<file path="src/rtl/elevator_request_manager.sv">
`default_nettype none
// ============================================================================
//  Module   : elevator_request_manager
//  Purpose  : Synchronises and debounces floor call buttons, latches pending
//             calls, picks the next target with a SCAN policy and drives a
//             stable one-hot request to the elevator controller.
//  Revision : 1.0 - initial release
// ============================================================================
module elevator_request_manager #(
    parameter int NUM_FLOORS      = 3,
    parameter int FLOOR_W         = 2,
    parameter int DEBOUNCE_CYCLES = 4
) (
    input  logic                  clk,
    input  logic                  reset,
    input  logic [NUM_FLOORS-1:0] btn,
    input  logic [FLOOR_W-1:0]    current_floor,
    input  logic                  direction,
    input  logic                  door,
    output logic [NUM_FLOORS-1:0] req,
    output logic [NUM_FLOORS-1:0] pending,
    output logic [FLOOR_W-1:0]    target_floor,
    output logic                  busy
);

    localparam int c_CNT_W = $clog2(DEBOUNCE_CYCLES + 1);

    typedef enum logic [1:0] {
        S_IDLE    = 2'd0,
        S_ACTIVE  = 2'd1,
        S_SERVING = 2'd2
    } state_t;

    logic [NUM_FLOORS-1:0] r_sync1;
    logic [NUM_FLOORS-1:0] r_sync2;
    logic [NUM_FLOORS-1:0] r_pending;
    logic [NUM_FLOORS-1:0] r_req;
    logic [FLOOR_W-1:0]    r_target;
    logic                  r_busy;
    state_t                r_state;

    logic [NUM_FLOORS-1:0] w_press;
    logic [NUM_FLOORS-1:0] w_clr;
    logic                  w_up_found;
    logic                  w_dn_found;
    logic                  w_cur_pend;
    logic [FLOOR_W-1:0]    w_up_idx;
    logic [FLOOR_W-1:0]    w_dn_idx;
    logic                  w_sel_valid;
    logic [FLOOR_W-1:0]    w_sel_idx;
    logic                  w_sel_clr;
    state_t                w_state_nxt;
    logic [NUM_FLOORS-1:0] w_req_nxt;
    logic [FLOOR_W-1:0]    w_tgt_nxt;

    // Two-flop synchroniser for the raw asynchronous buttons
    always_ff @(posedge clk or posedge reset) begin
        if (reset) begin
            r_sync1 <= '0;
            r_sync2 <= '0;
        end else begin
            r_sync1 <= btn;
            r_sync2 <= r_sync1;
        end
    end

    generate
        for (genvar i = 0; i < NUM_FLOORS; i++) begin : g_floor
            logic [c_CNT_W-1:0] r_cnt;

            // Saturating run-length counter of synchronised-high samples
            always_ff @(posedge clk or posedge reset) begin
                if (reset) begin
                    r_cnt <= '0;
                end else if (!r_sync2[i]) begin
                    r_cnt <= '0;
                end else if (r_cnt != c_CNT_W'(DEBOUNCE_CYCLES)) begin
                    r_cnt <= r_cnt + c_CNT_W'(1);
                end
            end

            // One press per hold: fires only on the sample that completes the run
            assign w_press[i] = r_sync2[i] && (r_cnt == c_CNT_W'(DEBOUNCE_CYCLES - 1));
            // Car standing at this floor with the door open serves the call
            assign w_clr[i]   = door && (int'(current_floor) == i);
        end
    endgenerate

    // Pending calls: clear dominates a simultaneous press
    always_ff @(posedge clk or posedge reset) begin
        if (reset) begin
            r_pending <= '0;
        end else begin
            r_pending <= (r_pending | w_press) & ~w_clr;
        end
    end

    // SCAN candidates: nearest above, nearest below, and the current floor
    always_comb begin
        w_up_found = 1'b0;
        w_up_idx   = '0;
        w_dn_found = 1'b0;
        w_dn_idx   = '0;
        w_cur_pend = 1'b0;
        // Descending walk so the last hit is the lowest floor above
        for (int i = NUM_FLOORS - 1; i >= 0; i--) begin
            if (r_pending[i] && (i > int'(current_floor))) begin
                w_up_found = 1'b1;
                w_up_idx   = FLOOR_W'(i);
            end
        end
        // Ascending walk so the last hit is the highest floor below
        for (int i = 0; i < NUM_FLOORS; i++) begin
            if (r_pending[i] && (i < int'(current_floor))) begin
                w_dn_found = 1'b1;
                w_dn_idx   = FLOOR_W'(i);
            end
            if (r_pending[i] && (i == int'(current_floor))) begin
                w_cur_pend = 1'b1;
            end
        end
    end

    // Direction-dependent priority among the candidates
    always_comb begin
        w_sel_valid = 1'b1;
        w_sel_idx   = current_floor;
        if (direction) begin
            if (w_up_found)      w_sel_idx = w_up_idx;
            else if (w_dn_found) w_sel_idx = w_dn_idx;
            else                 w_sel_valid = w_cur_pend;
        end else begin
            if (w_dn_found)      w_sel_idx = w_dn_idx;
            else if (w_up_found) w_sel_idx = w_up_idx;
            else                 w_sel_valid = w_cur_pend;
        end
        // Selected floor is being served right now; do not issue it
        w_sel_clr = door && (current_floor == w_sel_idx);
    end

    // FSM next-state and registered-output values
    always_comb begin
        w_state_nxt = r_state;
        w_req_nxt   = r_req;
        w_tgt_nxt   = r_target;
        case (r_state)
            S_IDLE: begin
                w_req_nxt = '0;
                if (w_sel_valid && !w_sel_clr) begin
                    w_tgt_nxt   = w_sel_idx;
                    w_req_nxt   = NUM_FLOORS'(1) << w_sel_idx;
                    w_state_nxt = S_ACTIVE;
                end
            end
            S_ACTIVE: begin
                if (door && (current_floor == r_target)) begin
                    w_req_nxt   = '0;
                    w_state_nxt = S_SERVING;
                end
            end
            S_SERVING: begin
                w_req_nxt = '0;
                if (!door) begin
                    w_state_nxt = S_IDLE;
                end
            end
            default: begin
                w_req_nxt   = '0;
                w_state_nxt = S_IDLE;
            end
        endcase
    end

    // FSM state and output registers
    always_ff @(posedge clk or posedge reset) begin
        if (reset) begin
            r_state  <= S_IDLE;
            r_req    <= '0;
            r_target <= '0;
            r_busy   <= 1'b0;
        end else begin
            r_state  <= w_state_nxt;
            r_req    <= w_req_nxt;
            r_target <= w_tgt_nxt;
            r_busy   <= (w_state_nxt != S_IDLE);
        end
    end

    assign req          = r_req;
    assign pending      = r_pending;
    assign target_floor = r_target;
    assign busy         = r_busy;

endmodule
`default_nettype wire

</file>
<file path="config.mk">
export PLATFORM = sky130hd
export DESIGN_NAME = elevator_request_manager
export DESIGN_NICKNAME = d
export VERILOG_FILES = /design/src/rtl/elevator_request_manager.sv
export SDC_FILE = /design/constraint.sdc
export NUM_CORES = 1
export LEC_CHECK = 0
export ABC_AREA = 1
export BUFFER_PORTS_ARGS = -buffer_cell sky130_fd_sc_hd__buf_2
export CORE_MARGIN = 5
export CORE_UTILIZATION = 63
export CTS_BUF_LIST = sky130_fd_sc_hd__clkbuf_8
export CTS_CLUSTER_DIAMETER = 50
export DETAILED_ROUTE_END_ITERATION = 10
export GPL_TIMING_DRIVEN = 1
export PLACE_DENSITY = 0.86
export SYNTH_ARGS = -nofsm -noshare
export SYNTH_HDL_FRONTEND = slang
export SYNTH_SLANG_ARGS = --single-unit
</file>
<file path="constraint.sdc">
create_clock -name clk -period 2.4 [get_ports clk]
set_input_delay 0.12 -clock clk [delete_from_list [all_inputs] [get_ports clk]]
set_output_delay 0.12 -clock clk [all_outputs]
set_load 0.02 [all_outputs]
</file>
# --- After elaboration in Yosys (flattened, before gate mapping) ---
# Cells that the tools add are included.
classes:
  eq_ne: 18
  order_cmp: 5
  bitwise_logic: 3
  n_reduce_logical: 22
  shifts: 1
  mux: 35
  addsub: 3
ops:
  columns: ["op", "n"]
  rows:
  - ["two-way mux 3 bit", 8]
  - ["two-way mux 2 bit", 11]
  - ["logical AND 1 bit", 17]
  - ["two-way mux 1 bit", 14]
  - ["adder 3 x 1 -> 3 bit, second input constant", 3]
  - ["== test 3 x 2 -> 1 bit, second input constant", 3]
  - ["!= test 3 bit, second input constant", 3]
  - ["== test 2 bit, second input constant", 3]
  - ["!= test 2 x 1 -> 1 bit, second input constant", 3]
  - ["one-hot mux 2 bit (3 select lines)", 1]
  - ["one-hot mux 3 bit (2 select lines)", 1]
  - ["== test 2 bit", 2]
  - ["== test 2 bit, first input constant", 2]
  - ["zero test 2 bit", 2]
  - ["less-than comparator 1 x 2 -> 1 bit, first input constant", 2]
  - ["bitwise AND 3 bit", 1]
  - ["NOT 3 bit", 1]
  - ["OR 3 bit", 1]
  - ["<< shifter 1 x 2 -> 3 bit, first input constant", 1]
  - ["== test 2 x 1 -> 1 bit, second input constant", 1]
  - ["greater-than comparator 1 x 2 -> 1 bit, first input constant", 1]
  - ["greater-than comparator 2 bit, first input constant", 1]
  - ["less-than comparator 2 bit, first input constant", 1]
  - ["!= test 2 bit, second input constant", 1]
  - ["3 further kinds", 3]
totals:
  in_bits: 9
  word_cells: 97
  reg_bits: 26
  out_inout_bits: 9

# --- Depth between registers and ports, before layout ---
# Gate-level depths: netlist of the first run.
logic_depth:
  depth_word: 15
  mapped_depth: 13
  ltp_nobuf: 12

# --- Worst setup path before layout of the first run ---
# OpenSTA, ideal clock, no wires.
synth_timing:
  kind: "reg-to-reg"
  startpoint: "reg r_pending[2], in the netlist pending[2]"
  endpoint: "reg r_busy, in the netlist busy"
  n_path_buf: 0
  period_less_slack_ns: 1.409
  slack_ns: 0.991
  t_arrival_ns: 1.282
  path_stages_with_launch: 11
  setup_time_ns: 0.127
  required_time_ns: 2.273
  path_cell_list: "dfrtp_1 nand3_2 nand2_2 nor2_4 nand2_2 nand3_1 nand2_1 nor2_1 nand2_2 nand2_2 nand3b_1"
synth_between:
  elab_chain_cells: 13
  elab_cells_between_ends: 27
  cone_classes: "eq/ne: 1; mux: 19; reduce/logical: 7"
synth_rtl:
  columns: ["item", "line", "text"]
  rows:
  - ["from (decl)", "36", "logic [NUM_FLOORS-1:0] r_pending;"]
  - ["from (signal assigned)", "94", "r_pending <= (r_pending | w_press) & ~w_clr;"]
  - ["logical AND 1 bit", "107", "if (r_pending[i] && (i > int'(current_floor))) begin"]
  - ["two-way mux 1 bit or two-way mux 2 bit (tied branches) (2 in series)", "107", null]
  - ["two-way mux 2 bit", "134", "else if (w_up_found) w_sel_idx = w_up_idx;"]
  - ["two-way mux 2 bit", "133", "if (w_dn_found) w_sel_idx = w_dn_idx;"]
  - ["two-way mux 2 bit", "128", "if (direction) begin"]
  - ["== test 2 bit", "138", "w_sel_clr = door && (current_floor == w_sel_idx);"]
  - ["logical AND 1 bit", "138", null]
  - ["zero test 1 bit", "149", "if (w_sel_valid && !w_sel_clr) begin"]
  - ["logical AND 1 bit (*)", "149", null]
  - ["two-way mux 2 bit (*)", "149", null]
  - ["one-hot mux 2 bit (3 select lines) (*)", "146", "case (r_state)"]
  - ["nonzero test 2 bit (*)", "185", "r_busy <= (w_state_nxt != S_IDLE);"]
  - ["to (signal assigned)", "185", null]
  - ["to (decl)", "39", "logic r_busy;"]
# Every way passes the cells marked *; elsewhere a longest branch is shown, timed or not.
# A chain may end at the register's enable or synchronous reset.

# --- Worst setup path after layout of the first run ---
layout_timing:
  startpoint: "reg r_pending[2], in the netlist pending[2]"
  endpoint: "reg r_req[0], in the netlist req[0]"
layout_between:
  elab_chain_cells: 12
  elab_cells_between_ends: 27
  cone_classes: "eq/ne: 1; shift: 1; mux: 19; reduce/logical: 6"
layout_rtl:
  columns: ["item", "line", "text"]
  rows:
  - ["logical AND 1 bit", "107", null]
  - ["two-way mux 1 bit or two-way mux 2 bit (tied branches) (2 in series)", "107", null]
  - ["two-way mux 2 bit", "134", null]
  - ["two-way mux 2 bit", "133", null]
  - ["two-way mux 2 bit", "128", null]
  - ["== test 2 bit", "138", null]
  - ["logical AND 1 bit", "138", null]
  - ["zero test 1 bit", "149", null]
  - ["logical AND 1 bit", "149", null]
  - ["two-way mux 3 bit (*)", "149", null]
  - ["one-hot mux 3 bit (2 select lines) (*)", "146", null]
  - ["to (signal assigned)", "183", "r_req <= w_req_nxt;"]
  - ["to (decl)", "37", "logic [NUM_FLOORS-1:0] r_req;"]
# Marked as above.

==> impl_metrics.ini, run 1 <==
[floorplanning]
die_area_um2 = 3100
row_count = 16
die_w_um = 55.7
die_y_um = 55.7
io_pins = 18
design.core.area_um2 = 1980
start_util_pct = 66.4

[clocking]
numCtsBuffers = 3
cts_tree = yes
clk_latency_ns = 0.27
cts.sinks = 26
clk_path_buf_depth = 2
clk_pin_slew_ns = 0.08
cts.htree.levels = 1
cts_root_buffer = clkbuf_8

[drt]
wl_per_cell_um = 13.4
vias = 1019
wl_um = 2590
drc = 0
final_antenna_net_count = 0
vias_per_cell = 5.28
drtIter0Drc = 18
first_pass_iters = 4

[final_layout]
final_cell_mix = nand2_1, dfrtp_1, inv_1, nand3_1, buf_2
fillCellCount = 149
drive_gt1_share_pct = 18.7
nets = 186
area.growth.synth_to_final_pct = 12.7
final_cell_count_no_fill = 193
layout_commonest_cell = nand2_1
diodes = 0

[sta]
drv_slew = 0
period_share_pct = 61.4
fmax_mhz = 679
setup_viol = 0
min_period_ns = 1.47
tns_ns = 0
clock_skew_ns = 0.00291
worst_slew_margin_rel_pct = 35.8
rsz0062_at_grt = false
hold_violations = 0
fin_ws_ns = 0.927
tightest_slew_ns = 0.962

[power]
power_density_nw_per_um2 = 1090
p_leak_uw = 0.000809
vdd_ir_drop_max_mv = 0.852
power_uw = 1620

[worst_setup_path]
critPathLaunchType = register
critical_path_class = reg2reg
worstPathMaxFanout = 6
cp.arrival_ns = 1.63
critPathRequiredTime_ns = 2.56
end_kind = register

[global_routing]
grt_pass1_vias = 1075
grt_overflow = 0
grt_util_met2_pct = 30.7
gr-max-usage-layer = met2
gr-usage-met1_pct = 22.4
grt_max_degree = 27
grt.total_usage_pct = 18.9
grt_pass1_wl_um = 4600
antenna_found_initial = 0
grtUsageMet3_pct = 4.41

[synth]
ys_seq_area_share_pct = 49.5
syn_area_um2 = 1320
syn_inst = 145
synth_top_cell_by_area = dfrtp_1
ys_warn_count = 0
synth-seq-cells = 26
synth_cell_types = 23
synth.area.top_cells = dfrtp_1, ha_1, nand2_1
synth.avg_cell_area_um2 = 9.07
synth_fp_nets = 163
synth_top_cell_area_share_pct = 49.5

[placement]
io_buffers = 17
gp_congestion = 0.865
place_inst = 187
hpwl_um = 1960
pre_cts_ws_ns = 0.943

[job]
cap_violations = 0

[min_path]
hp-class = in2async

[outcome]
status = finished, final reports clean
-- Yosys cell counts, drive strengths merged --
cell type / count
xnor2: 1
o31ai: 1
ha: 9
dfrtp: 26
nand3b: 1
inv: 22
a21o: 1
buf: 2
o211ai: 2
nor2: 10
o21ai: 9
nand2: 34
nand3: 19
a31o: 1
o21bai: 1
a21boi: 2
a21oi: 4
-- worst max-delay path: stages (launching register included) --
cell     delay [ns]
dfrtp_1        0.44
nand3_2        0.13
nand2_2        0.07
nor2_4         0.13
nor2_1         0.07
o21ai_0        0.28
nor2_1         0.09
nand3_1        0.09
nand2_1        0.06
-- layer usage --
metal  vias up  wire length [um]
met5         -                 0
met3        11               115
li1        508                 -
met4         0                85
met1       473              1120
met2        27              1270
-- state kept, by name, summed over array words and instances, names as in the netlist --
register / cells
r_state: 2
r_sync2: 3
g_floor.r_cnt: 9
target_floor: 2
pending: 3
busy: 1
req: 3
r_sync1: 3
-- final timing paths --
path,startpoint,endpoint,slack (ns),depth (start not counted)
max in group asynchronous,reset,pending[0]$_DFF_PP0_,1.76,2
worst min register to register,r_sync1[1]$_DFF_PP0_,r_sync2[1]$_DFF_PP0_,0.36,0
worst min-delay path,reset,r_sync2[1]$_DFF_PP0_,0.06,2
worst max register to register,pending[2]$_DFF_PP0_,req[0]$_DFFE_PP0P_,0.93,8
worst max-delay path,pending[2]$_DFF_PP0_,req[0]$_DFFE_PP0P_,0.93,8
min in group clk,door,pending[0]$_DFF_PP0_,0.19,3
-- stage by stage --
step | hold WS [ns] | cell area [um2] | util (%)
global route | 0.135 | 1480 | 74.8
detailed placement | 0.229 | 1410 | 71.2
CTS | 0.0866 | 1480 | 74.8
finish | 0.0568 | 1480 | 74.8
floorplan | 0.151 | 1320 | -
global placement | 0.228 | 1410 | 71.2
-- power breakdown --
group	internal, uW	switching (uW)
Combinational	253	441
Sequential	579	104
Clock	113	127
Total	945	671
-- cell type report --
cell class	count	area, um2	share of cell area, %
sequential	26	651	43.9
multi-input combinational	95	559	37.7
timing repair buffer	20	115	7.76
inverter	22	82.6	5.57
clock buffer	3	41.3	2.78
tap	27	33.8	2.28
-- cells by family after synthesis --
| kind of cell | count (synthesis) | share of synthesized area, % |
|---|---|---|
| AND/OR/NAND/NOR | 64 | 23.7 |
| adder cells (fa/ha/maj) | 9 | 8.56 |
| XOR/XNOR | 1 | 0.666 |
| buffers and inverters | 24 | 7.99 |
| flip-flops | 26 | 49.5 |
| AO/OA/AOI/OAI | 21 | 9.61 |
-- timing repair --
item	in CTS	in global routing
setup buffers	0	0
hold buffers	3	0
gates resized for setup	0	0
hold endpoints to repair	3	0
Power figures use the tool's default switching activity.
==> run 2: changes to the inputs <==
Settings changed: CORE_ASPECT_RATIO set to 1.75, CORE_UTILIZATION 63 to 53, PLACE_DENSITY 0.86 to 0.77.
Clock period 2.4 ns to 1.2 ns, I/O delays scaled along.
==> run 2 against run 1 <==
  * The flow now finishes with violations (setup timing)
  * Setup slack worse by 1.1 ns
  * Global-route usage down 2.0 points
  * Maximum frequency up 3.9%
  * Clock power rose to 3.0 times the previous value
  * Combinational power up 150%
  * Hold slack better by 0.089 ns
  * Clock-buffer cell count unchanged
  * Clock skew up 0.0016 ns
  * Critical path depth up 2
  * Wire length up 0.39%
  * Register-to-register slack worse by 1.1 ns
  * Non-clock buffer count up 17
  * Critical path type unchanged
  * Highest routed layer unchanged
==> impl_metrics.ini, run 2 (synthesis gave the netlist of run 1 again) <==
[outcome]
status = finished with violations
failed_checks = setup timing

[worst_setup_path]
critPathRequiredTime_ns = 1.36
worstPathMaxFanout = 4
critPathLaunchType = register
cp.arrival_ns = 1.58
reg2reg_depth = 10
r2r-end = target_floor[0]$_DFFE_PP0P_
end_kind = register
critical_path_class = reg2reg
rr_startpoint = pending[2]$_DFF_PP0_
rrSetupSlack_ns = -0.22

[drt]
wl_um = 2600
drtIter0Drc = 45
drc = 0
vias_per_cell = 5.10
first_pass_iters = 4
wl_per_cell_um = 12.4
vias = 1070
final_antenna_net_count = 0

[sta]
clock_skew_ns = 0.00447
fin_ws_ns = -0.218
tightest_slew_ns = 0.318
fmax_mhz = 705
min_period_ns = 1.42
period_share_pct = 118
drv_slew = 0
hold_violations = 0
setup_viol = 7
worst_slew_margin_rel_pct = 78.8
rsz0062_at_grt = true

[min_path]
hp-class = in2reg
min_to = pending[1]$_DFF_PP0_
min-delay-start = door
worstHoldPathCells = 4

[final_layout]
layout_commonest_cell = nand2_1
fin_area_um2 = 1680
multi_input_area_um2 = 598
fillCellCount = 191
fin_util_pct = 69.2
final_cell_mix = nand2_1, dfrtp_1, inv_1, buf_2
final_cell_count_no_fill = 210
nets = 203
diodes = 0
regArea_um2 = 654
top_register = g_floor.r_cnt
area.growth.synth_to_final_pct = 28.1
largest_reg_flops = 9
drive_gt1_share_pct = 32.1

[placement]
gp_congestion = 0.883
place_area_um2 = 1520
place_inst = 200
hpwl_um = 2000
io_buffers = 17

[clocking]
cts.htree.levels = 1
cts.sinks = 26
cts_tree = yes
clk_path_buf_depth = 2
numCtsBuffers = 3
clk_pin_slew_ns = 0.09
clk_latency_ns = 0.27
cts_root_buffer = clkbuf_8

[global_routing]
gr-max-usage-layer = met2
grt_util_met2_pct = 31.0
grt.total_usage_pct = 16.9
antenna_found_initial = 0
grt_pass1_vias = 1080
grtUsageMet3_pct = 2.13
gr-usage-met1_pct = 19.0
grt_overflow = 0
grt_max_degree = 27
grt_pass1_wl_um = 4420

[power]
p_comb_share_pct = 45.4
pwr-share-seq_pct = 35.9
p_int_uw = 2330
power_density_nw_per_um2 = 2240
switching_share_pct = 38.3
p_switching_uw = 1450
p_leak_uw = 0.000908
vdd_ir_drop_max_mv = 1.58
clkPwrFrac_pct = 18.7

[floorplanning]
start_util_pct = 54.1
io_pins = 18
die_w_um = 47.7
die_area_um2 = 3620
row_count = 24
die_y_um = 75.9
design.core.area_um2 = 2430

[job]
cap_violations = 0
run 2: cell count changes in the layout (fill, tap and decap cells not counted), sizes merged:
cell / change
dlygate4sd3: +1
buf: +16
bufinv: +1
run 2: power groups by stage:
stage	Clock (uW)	Combinational [uW]	Sequential, uW
global route	761	1940	1400
floorplan	0	883	1510
finish	706	1710	1360
detailed placement	0	1590	1380
CTS	731	1680	1350
global placement	0	1510	1350
run 2: timing repair:
action	CTS	global route
gates resized for setup	4	5
setup endpoints to repair	7	9
pin swaps	1	1
hold endpoints to repair	29	0
hold buffers	4	0
setup buffers	2	0
run 2: per-stage QoR:
stage | hold slack (ns) | power, uW | setup TNS (ns) | setup WS (ns)
4_1_cts | 0.140 | 3760 | -1.38 | -0.221
3_3_place_gp | 0.115 | 2860 | -0.820 | -0.131
5_1_grt | 0.163 | 4090 | -2.00 | -0.302
2_1_floorplan | 0.0914 | 2390 | -0.893 | -0.147
6_report | 0.146 | 3780 | -1.42 | -0.218
3_5_place_dp | 0.133 | 2960 | -1.44 | -0.224
run 2: routing by layer:
layer | share of wire (%) | wire [um]
met1 | 40 | 1040
met2 | 56 | 1450
met3 | 2.7 | 70
met4 | 1.3 | 35
met5 | 0 | 0
run 2: worst max-delay path by stage:
stage	from	end	cells past startpoint	slack, ns
after CTS	pending[2]$_DFF_PP0_	target_floor[0]$_DFFE_PP0P_	10	-0.22
after global routing	pending[2]$_DFF_PP0_	busy$_DFF_PP0_	10	-0.30
after global placement	pending[2]$_DFF_PP0_	busy$_DFF_PP0_	10	-0.13
after detailed placement	pending[2]$_DFF_PP0_	busy$_DFF_PP0_	10	-0.22
after floorplan	pending[2]$_DFF_PP0_	busy$_DFF_PP0_	10	-0.15
final	pending[2]$_DFF_PP0_	target_floor[0]$_DFFE_PP0P_	10	-0.22
run 2: worst max-delay path, cell delays in order, from the launching register on:
cell,delay (ns)
dfrtp_2,0.43
nand3_2,0.09
nand2_2,0.07
nor2_4,0.12
nand2_2,0.09
a21oi_2,0.15
nor2_2,0.06
nand2_2,0.11
nand2_4,0.07
nand2_1,0.06
nand2_1,0.05
run 2: cell type report:
type                            instances  area share (%)
Sequential cell                        26            38.9
Multi-Input combinational cell         95            35.5
Timing Repair Buffer                   37            14.6
Inverter                               22            4.90
Clock buffer                            3            2.45
Tap cell                               26            1.93
Clock inverter                          1            1.78
==> run 3: changes to the inputs <==
Settings changed: CORE_ASPECT_RATIO 1.75 to unset, CORE_UTILIZATION 53 to 63, PLACE_DENSITY 0.77 to 0.86.
Clock period 1.2 ns to 1.65 ns, I/O delays scaled along.
==> run 3 against run 2 <==
  * The flow now finishes without violations
  * Global-route usage is 0.10 points higher
  * First-iteration DRC count is 56% lower
  * Clock-buffer cell count stayed put
  * Sequential share of layout area is 4.5 points higher
  * Maximum frequency is 3.3% lower
  * Non-clock buffer count is 15 lower
  * Register-to-register slack better by 0.40 ns
  * Critical path type unchanged
  * Largest cell class unchanged
==> impl_metrics.ini, run 3 (synthesis gave the netlist of run 1 again) <==
[outcome]
status = finished, final reports clean

[clocking]
cts.sinks = 26
cts.htree.levels = 1
clk_path_buf_depth = 2
cts-hold-fix-buffers = 4
clk_pin_slew_ns = 0.08
numCtsBuffers = 3
cts_root_buffer = clkbuf_8
post_cts_buffers = 0
cts-resized-gates = 0
clk_latency_ns = 0.26
cts_tree = yes

[worst_setup_path]
worstPathMaxFanout = 4
critPathLaunchType = register
end_kind = register
cp.arrival_ns = 1.62
critPathRequiredTime_ns = 1.80
critical_path_class = reg2reg

[final_layout]
fin_util_pct = 75.7
drive_gt1_share_pct = 19.0
layout_commonest_cell = nand2_1
multi_input_area_um2 = 559
regArea_um2 = 651
area.growth.synth_to_final_pct = 14.1
diodes = 0
fillCellCount = 125
nets = 188
top_register = g_floor.r_cnt
largest_reg_flops = 9
final_cell_mix = nand2_1, dfrtp_1, inv_1, nand3_1, buf_2

[sta]
tightest_slew_ns = 0.326
rsz0062_at_grt = false
drv_slew = 0
worst_slew_margin_rel_pct = 78.3
hold_violations = 0
min_period_ns = 1.47
clock_skew_ns = 0.00252
period_share_pct = 88.8
tns_ns = 0
fmax_mhz = 682
setup_viol = 0

[placement]
gp_congestion = 0.856
hpwl_um = 1870
io_buffers = 17

[floorplanning]
die_w_um = 55.7
row_count = 16
io_pins = 18
die_area_um2 = 3100
design.core.area_um2 = 1980
start_util_pct = 66.4
die_y_um = 55.7

[drt]
wl_per_cell_um = 12.7
vias = 1028
final_antenna_net_count = 0
vias_per_cell = 5.27
first_pass_iters = 4
wl_um = 2480
drtIter0Drc = 20
drc = 0

[power]
vdd_ir_drop_max_mv = 1.20
p_leak_uw = 0.000818
power_density_nw_per_um2 = 1560

[global_routing]
grt_pass1_vias = 992
grt_pass1_wl_um = 4240
grt_overflow = 0
grt_max_degree = 27
grt.total_usage_pct = 17.0
antenna_found_initial = 0

[min_path]
hp-class = in2reg

[job]
cap_violations = 0
run 3: cell count changes in the layout (fill, tap and decap cells not counted), sizes merged:
cell / previous run / this run
bufinv: 1 / 0
buf: 33 / 18
run 3: final timing paths:
kind                                 startpoint                               to  slack [ns]  cells past startpoint
setup / recovery           pending[0]$_DFF_PP0_                   busy$_DFF_PP0_        0.18                      9
hold / removal                             door             pending[0]$_DFF_PP0_        0.15                      3
setup reg to reg           pending[0]$_DFF_PP0_                   busy$_DFF_PP0_        0.18                      9
hold reg to reg            r_sync1[1]$_DFF_PP0_             r_sync2[1]$_DFF_PP0_        0.36                      0
max in group asynchronous                 reset  g_floor[2].r_cnt[2]$_DFFE_PP0P_        0.99                      4
min in group asynchronous                 reset             r_sync2[0]$_DFF_PP0_        0.42                      4
run 3: cell type report:
type,instances,area share [%]
Multi-Input combinational cell,95,37.3
Timing Repair Buffer,22,8.84
Inverter,22,5.50
Sequential cell,26,43.4
Tap cell,27,2.25
Clock buffer,3,2.75
run 3: power breakdown:
part           leakage (uW)  internal [uW]  total (uW)  switching [uW]
clock network     0.0000216            163         344             181
logic              0.000466            374        1010             634
registers          0.000330            842         994             153
run 3: critical path, stage by stage, from the launching register on:
cell and delay [ns]:
dfrtp_1 0.41, inv_1 0.07, nor2_2 0.17, nor2_4 0.07, nor2_1 0.13, nor2_1 0.05
o21bai_1 0.17, nand2_2 0.11, nand2_2 0.09, nand3b_1 0.07
run 3: metrics by stage:
stage | area [um2] | power, uW | hold slack, ns | worst slack, ns | std cells
floorplan | 1320 | 1730 | 0.114 | 0.241 | 145
finish | 1500 | 2350 | 0.151 | 0.184 | 195
global placement | 1420 | 1940 | 0.143 | 0.260 | 188
global route | 1500 | 2560 | 0.164 | 0.00813 | 195
CTS | 1500 | 2360 | 0.145 | 0.175 | 195
detailed placement | 1420 | 2010 | 0.167 | 0.199 | 188
run 3: layer usage:
| layer | GRT usage, % | vias up | routed length, um |
|---|---|---|---|
| met4 | 6.60 | 0 | 25 |
| li1 | - | 516 | - |
| met2 | 28.9 | 28 | 1260 |
| met3 | 3.94 | 4 | 142 |
| met1 | 20.8 | 480 | 1050 |
| met5 | 0 | - | 0 |
